**src/rtl/edge_count_scheduler_pkg.sv**
```systemverilog
// Shared definitions for the time-shared edge-count measurement block:
// FSM state encoding and the channel-index width helper.
package edge_count_scheduler_pkg;

    typedef logic [1:0] state_t;

    localparam state_t ST_IDLE   = 2'd0;
    localparam state_t ST_SELECT = 2'd1;
    localparam state_t ST_GATE   = 2'd2;
    localparam state_t ST_REPORT = 2'd3;

    // A single channel still needs a 1-bit index port.
    function automatic int chan_w(input int n);
        return (n > 1) ? $clog2(n) : 1;
    endfunction

endpackage

```
**src/rtl/edge_count_scheduler_sync.sv**
```systemverilog
// Saturating rising-edge counter fed by an already-synchronized input.
// clr resets the count and primes prev from din so a mux switch is not seen as an edge.
module sync_edge_counter
    import edge_count_scheduler_pkg::*;
#(
    parameter int CW = 32
) (
    input  logic          clk,
    input  logic          rst,
    input  logic          clr,
    input  logic          en,
    input  logic          din,
    output logic [CW-1:0] count,
    output logic          ovf
);

    logic prev;

    function automatic logic [CW-1:0] sat_inc(input logic [CW-1:0] v);
        return (v == '1) ? v : v + CW'(1);
    endfunction

    always_ff @(posedge clk or posedge rst) begin
        if (rst) begin
            count <= '0;
            ovf   <= 1'b0;
            prev  <= 1'b0;
        end else if (clr) begin
            count <= '0;
            ovf   <= 1'b0;
            prev  <= din;
        end else if (en) begin
            prev <= din;
            if (din && !prev) begin
                if (count == '1) ovf <= 1'b1;
                count <= sat_inc(count);
            end
        end
    end

endmodule

```
**src/rtl/edge_count_scheduler.sv**
```systemverilog
// Sweeps the enabled channels in ascending order, gating one shared edge counter
// per channel for a programmable window and handing each result over valid/ready.
module edge_count_scheduler
    import edge_count_scheduler_pkg::*;
#(
    parameter int NCH   = 4,
    parameter int CW    = 32,
    parameter int WIN_W = 16
) (
    input  logic                    clk,
    input  logic                    rst,
    input  logic [NCH-1:0]          sig,
    input  logic                    start,
    input  logic [NCH-1:0]          chan_mask,
    input  logic [WIN_W-1:0]        window,
    output logic                    busy,
    output logic                    res_valid,
    input  logic                    res_ready,
    output logic [chan_w(NCH)-1:0]  res_chan,
    output logic [CW-1:0]           res_count,
    output logic                    res_ovf,
    output logic                    sweep_done
);

    localparam int CHW = chan_w(NCH);

    logic [NCH-1:0]   sig_p0, sig_p1;
    state_t           state;
    logic [NCH-1:0]   mask_q;
    logic [WIN_W-1:0] win_q;
    logic [WIN_W-1:0] timer;
    logic [CHW-1:0]   ptr;
    logic [CHW-1:0]   first_idx;
    logic [CHW-1:0]   next_idx;
    logic             has_next;
    logic             sel_bit;

    // Synchronizer stage 0 -> stage 1
    always_ff @(posedge clk or posedge rst) begin
        if (rst) begin
            sig_p0 <= '0;
            sig_p1 <= '0;
        end else begin
            sig_p0 <= sig;
            sig_p1 <= sig_p0;
        end
    end

    assign sel_bit = sig_p1[ptr];

    // Descending scans leave the lowest qualifying index as the winner.
    always_comb begin
        first_idx = '0;
        next_idx  = '0;
        has_next  = 1'b0;
        for (int i = NCH - 1; i >= 0; i--) begin
            if (chan_mask[i]) first_idx = CHW'(i);
            if (mask_q[i] && (CHW'(i) > ptr)) begin
                next_idx = CHW'(i);
                has_next = 1'b1;
            end
        end
    end

    always_ff @(posedge clk or posedge rst) begin
        if (rst) begin
            state      <= ST_IDLE;
            mask_q     <= '0;
            win_q      <= '0;
            timer      <= '0;
            ptr        <= '0;
            sweep_done <= 1'b0;
        end else begin
            sweep_done <= 1'b0;
            case (state)
                ST_IDLE: begin
                    if (start) begin
                        if (chan_mask != '0) begin
                            mask_q <= chan_mask;
                            win_q  <= (window == '0) ? WIN_W'(1) : window;
                            ptr    <= first_idx;
                            state  <= ST_SELECT;
                        end else begin
                            sweep_done <= 1'b1;
                        end
                    end
                end
                ST_SELECT: begin
                    timer <= win_q;
                    state <= ST_GATE;
                end
                ST_GATE: begin
                    if (timer <= WIN_W'(1)) state <= ST_REPORT;
                    else                    timer <= timer - WIN_W'(1);
                end
                ST_REPORT: begin
                    if (res_ready) begin
                        if (has_next) begin
                            ptr   <= next_idx;
                            state <= ST_SELECT;
                        end else begin
                            state      <= ST_IDLE;
                            sweep_done <= 1'b1;
                        end
                    end
                end
                default: state <= ST_IDLE;
            endcase
        end
    end

    sync_edge_counter #(.CW(CW)) u_cnt (
        .clk   (clk),
        .rst   (rst),
        .clr   (state == ST_SELECT),
        .en    (state == ST_GATE),
        .din   (sel_bit),
        .count (res_count),
        .ovf   (res_ovf)
    );

    assign busy      = (state != ST_IDLE);
    assign res_valid = (state == ST_REPORT);
    assign res_chan  = ptr;

endmodule

```
**config.mk**
```make
export PLATFORM = sky130hd
export DESIGN_NAME = edge_count_scheduler
export DESIGN_NICKNAME = d
export VERILOG_FILES = /design/src/rtl/edge_count_scheduler_pkg.sv /design/src/rtl/edge_count_scheduler_sync.sv /design/src/rtl/edge_count_scheduler.sv
export SDC_FILE = /design/constraint.sdc
export NUM_CORES = 1
export LEC_CHECK = 0
export BUFFER_PORTS_ARGS = -buffer_cell sky130_fd_sc_hd__buf_2
export CAP_MARGIN = 20
export CORE_MARGIN = 2
export CORE_UTILIZATION = 57
export DETAILED_ROUTE_END_ITERATION = 8
export PLACE_DENSITY = 0.83
export SLEW_MARGIN = 0
export SYNTH_ARGS = -nofsm -noshare
export SYNTH_HDL_FRONTEND = slang
export SYNTH_SLANG_ARGS = --single-unit
export TNS_END_PERCENT = 100
```
**constraint.sdc**
```tcl
create_clock -name clk -period 3.4 [get_ports clk]
set_input_delay 0.51 -clock clk [delete_from_list [all_inputs] [get_ports clk]]
set_output_delay 0.51 -clock clk [all_outputs]
set_load 0.05 [all_outputs]
```
==> out/metrics.sh, run 1 <==
CP_DATA_REQUIRED_TIME_NS=3.64
SYNTH.FF_LATCH_COUNT=82
NETLIST_TOP_CELLS_COUNT='82 x dfrtp_1, 41 x nand2_1, 36 x a21oi_1'
PLACEMENT_ROWS=32
FLOORPLAN.DIE_AREA_UM2=8600
CRITICAL_PATH.ENDPOINT_TYPE='flip-flop'
FINALSETUPVIOLCOUNT=0
DP.FINAL_HPWL_UM=7400
INITIALDRTVIOLATIONCOUNT=311
CLKLATENCYLATEPIN_NS=0.35
FIRST_GLOBAL_VIAS=3724
CRITICAL-PATH-TOP-DELAY-FAMILY='compound AO/OA/AOI/OAI gates'
SYNTH_TOP_CELLS_BY_AREA='dfrtp_1 46%, mux2_2 5.0%, or4_1 4.2%'
GRT_PASS1_WL_UM=17900
POSTLAYOUTCOREUTIL_PCT=66.1
STARTPOINT_TYPE='flip-flop'
TIMING_WORST_SLEW_PIN_VALUE_NS=0.779
ASYNCSETRESETFLOPFRACSYNTH_PCT=100
POWER.INTERNAL_uW=2120
CLOCK_SLEW_AT_REPORTED_PATH_FFS_NS=0.09
SYNTH_SEQ_AREA_SHARE_PCT=45.7
GATE_COUNT_AFTER_TECHNOLOGY_MAPPING=450
ROUTABILITYCONGESTION=0.893
GLOBALROUTETOTALUTIL_PCT=25.7
TRITONCTS='built'
CLOCK-SINKS=82
DRIVE_GT1_SHARE_PCT=26.2
SLOWEST_DELAY_NS=0.64
SYNTH_EDF_COUNT=0
CTSROOTBUFFERMASTER='clkbuf_8'
YOSYSMOSTFREQUENTCELL='dfrtp_1'
DRT-PASS1-ITER-COUNT=5
CELLPOWERDENSITY_nW_PER_UM2=712
CLOCK_NETWORK_FRACTION_OF_TOTAL_POWER_PCT=19.8
SYNTH.DISTINCT_CELLS=64
SW_FRAC_OF_TOTAL_PCT=41.4
CTS_BUFFERS=9
POWER.SHARE.SEQUENTIAL_PCT=40.5
BOUNDARYPINS=66
NETLIST_AREA_UM2=4490
AREA.GROWTH.SYNTH_TO_FINAL_PCT=13.2
CLK_PATH_BUF_DEPTH=2
NUM_ANTENNA_CELLS=0
ACHIEVABLE-FREQUENCY_MHz=393
CRIT_TYPE='flip-flop to flip-flop'
CTS_RESIZED=0
PLACED_AREA_UM2=4880
DIE_X_UM=92.7
WORST-R2R-CELL-COUNT=5
SYNTHESIS.NETS=485
FINAL_NETS=546
POSTCTSSETUPBUFFERS=0
TIMING.SLEW.HEADROOM_PCT=47.9
CRIT_CHAIN='nor4_1, nand4_1, o21ai_1, o22ai_1, a221o_1'
POST-LAYOUT-TOTAL-POWER_uW=3610
CRITICAL_PATH_PEAK_FANOUT=6
MAX-CAP-VIOLATIONS=0
CRITICAL-PATH-SLOWEST-CELL='nor4_1'
DETAILROUTE.VIA_COUNT=3960
FINALINSTANCEAREA_UM2=5080
TIMING.CRITICAL_PATH.BUF_INV=0
POWER.NET_SWITCHING_uW=1500
DRT_ANTENNA_NET_COUNT=0
REMAINING_DRC_ERRORS=0
DIE_HEIGHT_UM=92.7
REGISTER_CELL_AREA_AFTER_LAYOUT_UM2=2050
COMBINATIONAL_FRACTION_OF_DESIGN_POWER_PCT=39.7
H_TREE_LEVELS=3
FINAL_MIN_PERIOD_OVER_CLOCK_PERIOD_PCT=74.8
REGTOREGSETUPSLACK_NS=0.86
PLACEMENT.IO_BUFFERS=65
TIMING_MAX_TRANSITION_VIOLATIONS_FINAL=0
GRT_OVERFLOW_TOTAL=0
INITIAL_CORE_UTIL_PCT=58.4
MIN_PERIOD_NS=2.54
HOLD_VIOLATIONS=0
POWER.LEAKAGE_uW=0.00213
FLOORPLAN.CORE_AREA_UM2=7690
DRT_WL_TOTAL_UM=10500
NFILLCELLS=618
REG2REG_FROM='timer[12]'
GRT_SETUP_UNREPAIRED='no'
TOTALNEGATIVESETUPSLACK_NS=0
POST_SYNTH.CELL_AREA_AVG_UM2=9.97
OUTCOME='finished clean'
DRT-WIRELENGTH-PER-CELL_UM=17.0
MULTIINPUTGATEAREA_UM2=2250
MIN_PATH_TYPE='input pin to async pin'
DOMINANT_CELL_TYPE_BY_AREA_AFTER_SYNTHESIS='dfrtp_1'
RR_ENDPOINT='timer[5]'
SYNTH_TOP_FLOP_CELL='dfrtp_1'
DETAIL_ROUTE.VIAS_PER_CELL=6.41
GRT_MAX_DEGREE=39
CP_DATA_ARRIVAL_TIME_NS=2.78
CLOCK-SKEW-FINAL_NS=0.0119
ANTENNA_FOUND_INITIAL=0
CTS.HOLD.BUFFERS_ADDED=0
VDD_IR_DROP_MAX_uV=604
CP-STARTPOINT='timer[12]'
SYNTH_TOP_AREA_SHARE_PCT=45.7
TOTAL_OF_WARNINGS_RAISED_BY_YOSYS=0
==> state kept, by name (all words and copies together), names as in the netlist <==
name         cells
res_chan         2
win_q           16
state            2
mask_q           3
sweep_done       1
timer           16
u_cnt.count     32
u_cnt.prev       1
sig_p1           4
sig_p0           4
u_cnt.ovf        1
==> cell families (layout without fill, tap and decap cells) <==
kind of cell	Yosys count	after routing	synth area share, %
buf+inv	38	104	4.04
simple gates	170	170	21.6
flops	82	82	45.7
xor+xnor	1	1	0.195
mux	24	24	6.19
compound gates	128	128	20.3
fa+ha+maj	7	7	1.95
==> area by class of cell <==
type,count,area share [%]
sequential,82,40.4
timing repair buffer,73,7.59
multi-input combinational,330,44.4
inverter,15,1.13
tap,102,2.51
clock buffer,9,2.44
clock inverter,7,1.53
==> metrics by stage <==
step | std cells | hold WS, ns | worst slack [ns]
floorplan | 450 | 0.331 | 0.782
global placement | 602 | 0.335 | 0.994
detailed placement | 602 | 0.335 | 0.905
CTS | 618 | 0.237 | 0.877
global route | 618 | 0.240 | 0.567
finish | 618 | 0.217 | 0.856
==> cell usage in the layout (no fill, tap or decap), types with 4 or more instances in the layout <==
cell type | synthesis | layout
dfrtp_1 | 82 | 82
buf_2 | 1 | 65
nand2_1 | 41 | 41
a21oi_1 | 36 | 36
or4_1 | 25 | 25
o31ai_1 | 22 | 22
mux2_2 | 20 | 20
nor2_1 | 17 | 17
nand3_1 | 16 | 16
inv_1 | 15 | 14
o21ai_0 | 13 | 13
nand4_1 | 12 | 12
nor4_1 | 11 | 11
or3_1 | 9 | 9
a21oi_2 | 9 | 9
clkbuf_8 | 0 | 9
buf_4 | 3 | 8
and2_1 | 6 | 7
o41ai_1 | 7 | 7
ha_1 | 7 | 7
nand2b_1 | 5 | 5
nor3_1 | 5 | 5
nor2b_1 | 4 | 4
and4_1 | 4 | 4
and3_1 | 4 | 4
a221o_1 | 4 | 4
==> routing by layer <==
metal | track usage [%] | up-vias | wire [um]
met2 | 40.2 | 151 | 4860
li1 | - | 1851 | -
met1 | 35.9 | 1932 | 4700
met5 | 0 | - | 0
met4 | 8.82 | 0 | 250
met3 | 5.29 | 26 | 680
==> power groups by stage <==
stage          combinational (uW)  sequential [uW]  clock [uW]
2_1_floorplan                1060             1460           0
3_3_place_gp                 1340             1450           0
3_5_place_dp                 1400             1470           0
4_1_cts                      1420             1450         731
5_1_grt                      1570             1490         779
6_report                     1430             1460         717
==> how the worst max path moves through the flow <==
stage,endpoint,slack [ns],depth (start not counted)
5_1_grt,state[1],0.57,5
2_1_floorplan,mask_q[1],0.78,1
4_1_cts,u_cnt.count[30],0.88,8
3_5_place_dp,u_cnt.count[30],0.90,8
3_3_place_gp,u_cnt.count[12],0.99,8
6_report,timer[5],0.86,5
No activity file was read; power rests on OpenSTA's default activity.
==> run 2, diff against run 1 <==
--- a/config.mk
+++ b/config.mk
@@ -5,10 +5,11 @@
 export SDC_FILE = /design/constraint.sdc
 export NUM_CORES = 1
 export LEC_CHECK = 0
+export ABC_AREA = 1
 export BUFFER_PORTS_ARGS = -buffer_cell sky130_fd_sc_hd__buf_2
 export CAP_MARGIN = 20
 export CORE_MARGIN = 2
-export CORE_UTILIZATION = 57
+export CORE_UTILIZATION = 58
 export DETAILED_ROUTE_END_ITERATION = 8
 export PLACE_DENSITY = 0.83
 export SLEW_MARGIN = 0
==> constraint.sdc (replaced) <==
create_clock -name clk -period 2.6 [get_ports clk]
set_input_delay 0.39 -clock clk [delete_from_list [all_inputs] [get_ports clk]]
set_output_delay 0.39 -clock clk [all_outputs]
set_load 0.05 [all_outputs]
==> out/metrics.sh, run 2 <==
NFILLCELLS=684  # +11%
REGISTER_CELL_AREA_AFTER_LAYOUT_UM2=2050  # unchanged
MAX_FFS_PER_REGISTER=32  # unchanged
WORST-R2R-CELL-COUNT=9  # +4
CELLPOWERDENSITY_nW_PER_UM2=983  # +38%
GATE_COUNT_AFTER_TECHNOLOGY_MAPPING=712  # +58%
ASYNCSETRESETFLOPFRACSYNTH_PCT=100  # unchanged
FLOORPLAN.DIE_AREA_UM2=9080  # +5.6%
POST_SYNTH.CELL_AREA_AVG_UM2=6.79  # -32%
RR_ENDPOINT='timer[10]'
DETAIL_ROUTE.VIAS_PER_CELL=5.41  # -16%
MULTIINPUTGATEAREA_UM2=2420  # +7.5%
INITIAL_CORE_UTIL_PCT=59.4  # +1.0 points
CTS.HOLD.BUFFERS_ADDED=0  # unchanged
TIMING.SLEW.HEADROOM_PCT=54.1  # +6.2 points
POSTCTSSETUPBUFFERS=0  # unchanged
FLOORPLAN.CORE_AREA_UM2=8130  # +5.8%
CTS_BUFFERS=9  # unchanged
CRITICAL_PATH.ENDPOINT_TYPE='flip-flop'
TOTAL_OF_WARNINGS_RAISED_BY_YOSYS=0  # unchanged
LARGEST_REGISTER_BY_FLOP_COUNT='u_cnt.count'
SYNTH.FF_LATCH_COUNT=82  # unchanged
TIMING_WORST_SLEW_PIN_VALUE_NS=0.686  # -0.0930 ns
FIRST_GLOBAL_VIAS=4393  # +18%
REMAINING_DRC_ERRORS=0  # unchanged
ANTENNA_FOUND_INITIAL=0  # unchanged
LAYOUT.CELLS.MOST_COMMON='nand2_1'
BOUNDARYPINS=66  # unchanged
MIN_PATH_TYPE='input pin to async pin'
OUTCOME='finished clean'
PLACEMENT.SETUP.WORST_SLACK_NS=0.330  # -0.574 ns
LEADING_REGISTERS_BY_FLOP_COUNT='u_cnt.count: 32 flops, timer: 16 flops, win_q: 16 flops'
NUM_ANTENNA_CELLS=0  # unchanged
GRT_MAX_DEGREE=46  # +18%
DRT_WL_TOTAL_UM=11800  # +13%
YOSYSMOSTFREQUENTCELL='nand2_1'
CRITICAL_PATH_PEAK_FANOUT=22  # +16
CP_DATA_ARRIVAL_TIME_NS=2.56  # -0.22 ns
CRIT_TYPE='flip-flop to flip-flop'
NETLIST_TOP_CELLS_COUNT='254 x nand2_1, 94 x nor2_1, 82 x dfrtp_1'
DOMINANT_CELL_TYPE_BY_AREA_AFTER_SYNTHESIS='dfrtp_1'
POSTLAYOUTCOREUTIL_PCT=67.3  # +1.3 points
CTSROOTBUFFERMASTER='clkbuf_8'
FINAL_MIN_PERIOD_OVER_CLOCK_PERIOD_PCT=90.5  # +16 points
POST-LAYOUT-TOTAL-POWER_uW=5380  # +49%
CTS_RESIZED=0  # unchanged
FINAL_NETS=810  # +48%
GRT_PASS1_WL_UM=19900  # +11%
WORST_SLACK_NS=0.246  # -0.610 ns
SYNTH_EDF_COUNT=0  # unchanged
H_TREE_LEVELS=3  # unchanged
SYNTH_TOP_AREA_SHARE_PCT=42.5  # -3.3 points
CP_DATA_REQUIRED_TIME_NS=2.81  # -0.83 ns
HOLD_VIOLATIONS=0  # unchanged
PLACEMENT.IO_BUFFERS=65  # unchanged
STARTPOINT_TYPE='flip-flop'
DRT-WIRELENGTH-PER-CELL_UM=13.4  # -21%
GRT_SETUP_UNREPAIRED='no'
SYNTH_TOP_CELLS_BY_AREA='dfrtp_1 42%, nand2_1 20%, nand3_1 8.4%'
DRT_ANTENNA_NET_COUNT=0  # unchanged
SYNTH_SEQ_AREA_SHARE_PCT=42.5  # -3.3 points
MIN_PERIOD_NS=2.35  # -0.190 ns
MOST-COMMON-LAYOUT-CELLS='254 x nand2_1, 94 x nor2_1, 82 x dfrtp_1'
SYNTH.DISTINCT_CELLS=30  # -53%
REGTOREGSETUPSLACK_NS=0.25  # -0.61 ns
DP.FINAL_HPWL_UM=8710  # +18%
CLKLATENCYLATEPIN_NS=0.37  # +0.02 ns
DIE_X_UM=95.3  # +2.7%
DRT-PASS1-ITER-COUNT=5  # unchanged
INITIALDRTVIOLATIONCOUNT=392  # +26%
GLOBALROUTETOTALUTIL_PCT=27.9  # +2.2 points
NETLIST_AREA_UM2=4830  # +7.7%
ACHIEVABLE-FREQUENCY_MHz=425  # +8.1%
CLOCK-SKEW-FINAL_NS=0.0179  # +0.00600 ns
PLACEMENT_ROWS=33  # +3.1%
POWER.LEAKAGE_uW=0.00260  # +22%
TIMING_MAX_TRANSITION_VIOLATIONS_FINAL=0  # unchanged
SYNTHESIS.NETS=747  # +54%
AREA.GROWTH.SYNTH_TO_FINAL_PCT=13.4
DETAILROUTE.VIA_COUNT=4790  # +21%
VDD_IR_DROP_MAX_uV=820  # +36%
TRITONCTS='built'
GRT_OVERFLOW_TOTAL=0  # unchanged
CLK_PATH_BUF_DEPTH=2  # unchanged
CLOCK_SLEW_AT_REPORTED_PATH_FFS_NS=0.10  # about the same
TOTALNEGATIVESETUPSLACK_NS=0  # unchanged
REG2REG_FROM='timer[0]'
SYNTH_TOP_FLOP_CELL='dfrtp_1'
ROUTABILITYCONGESTION=1.01  # +13%
MAX-CAP-VIOLATIONS=0  # unchanged
CLOCK-SINKS=82  # unchanged
FINALSETUPVIOLCOUNT=0  # unchanged
DRIVE_GT1_SHARE_PCT=11.8  # -14 points
DIE_HEIGHT_UM=95.3  # +2.7%
run 2: report_power, final:
group	leakage [uW]	internal, uW	switching (uW)	total (uW)
Clock	0.000111	575	502	1080
Combinational	0.00144	701	1710	2410
Sequential	0.00105	1630	264	1890
run 2: kinds of logic (layout without fill, tap and decap cells):
family                     Yosys count  count (layout)  share of synthesized area (%)
and+or+nand+nor                    442             442                           37.2
AOI/OAI and AO/OA                   86              86                           9.37
xor gates and xnor gates            10              10                           1.81
adders and majority gates            7               7                           1.81
buffers and inverters               85             153                           7.38
DFF                                 82              82                           42.5
run 2: area by class of cell:
type                            instances  area share (%)
Tap cell                              105            2.40
Timing Repair Buffer                   71            7.22
Multi-Input combinational cell        545            44.2
Inverter                               66            4.55
Clock inverter                          5            1.55
Clock buffer                           11            2.58
Sequential cell                        82            37.5
run 2: routing by layer:
| layer | GRT usage (%) | wire length (um) | vias to the layer above |
|---|---|---|---|
| met5 | 0 | 0 | - |
| met4 | 5.80 | 121 | 0 |
| met3 | 4.90 | 771 | 16 |
| met2 | 45.0 | 5450 | 169 |
| met1 | 39.8 | 5470 | 2206 |
| li1 | - | - | 2399 |
run 2: per-stage QoR:
stage	std cells	hold WS, ns	cell area (um^2)
after floorplan	712	0.331	4830
after global placement	869	0.334	5250
after detailed placement	869	0.340	5250
after CTS	885	0.116	5480
after global routing	885	0.118	5480
final	885	0.0984	5480
run 2: how the worst max path moves through the flow:
stage	startpoint	endpoint
after global placement	u_cnt.count[0]	u_cnt.count[31]
after floorplan	rst	mask_q[1]
after detailed placement	timer[0]	timer[10]
after CTS	timer[0]	timer[10]
after global routing	timer[0]	timer[10]
final	timer[0]	timer[10]
run 2: worst max-delay path, stage by stage (launching register included):
cell and delay, ns:
dfrtp_1 0.43, inv_1 0.13, ha_1 0.23, o21ai_0 0.11
nor2_1 0.12, nand2_1 0.08, nand2_1 0.26, nand2_1 0.49
nand3_1 0.23, o21ai_0 0.11
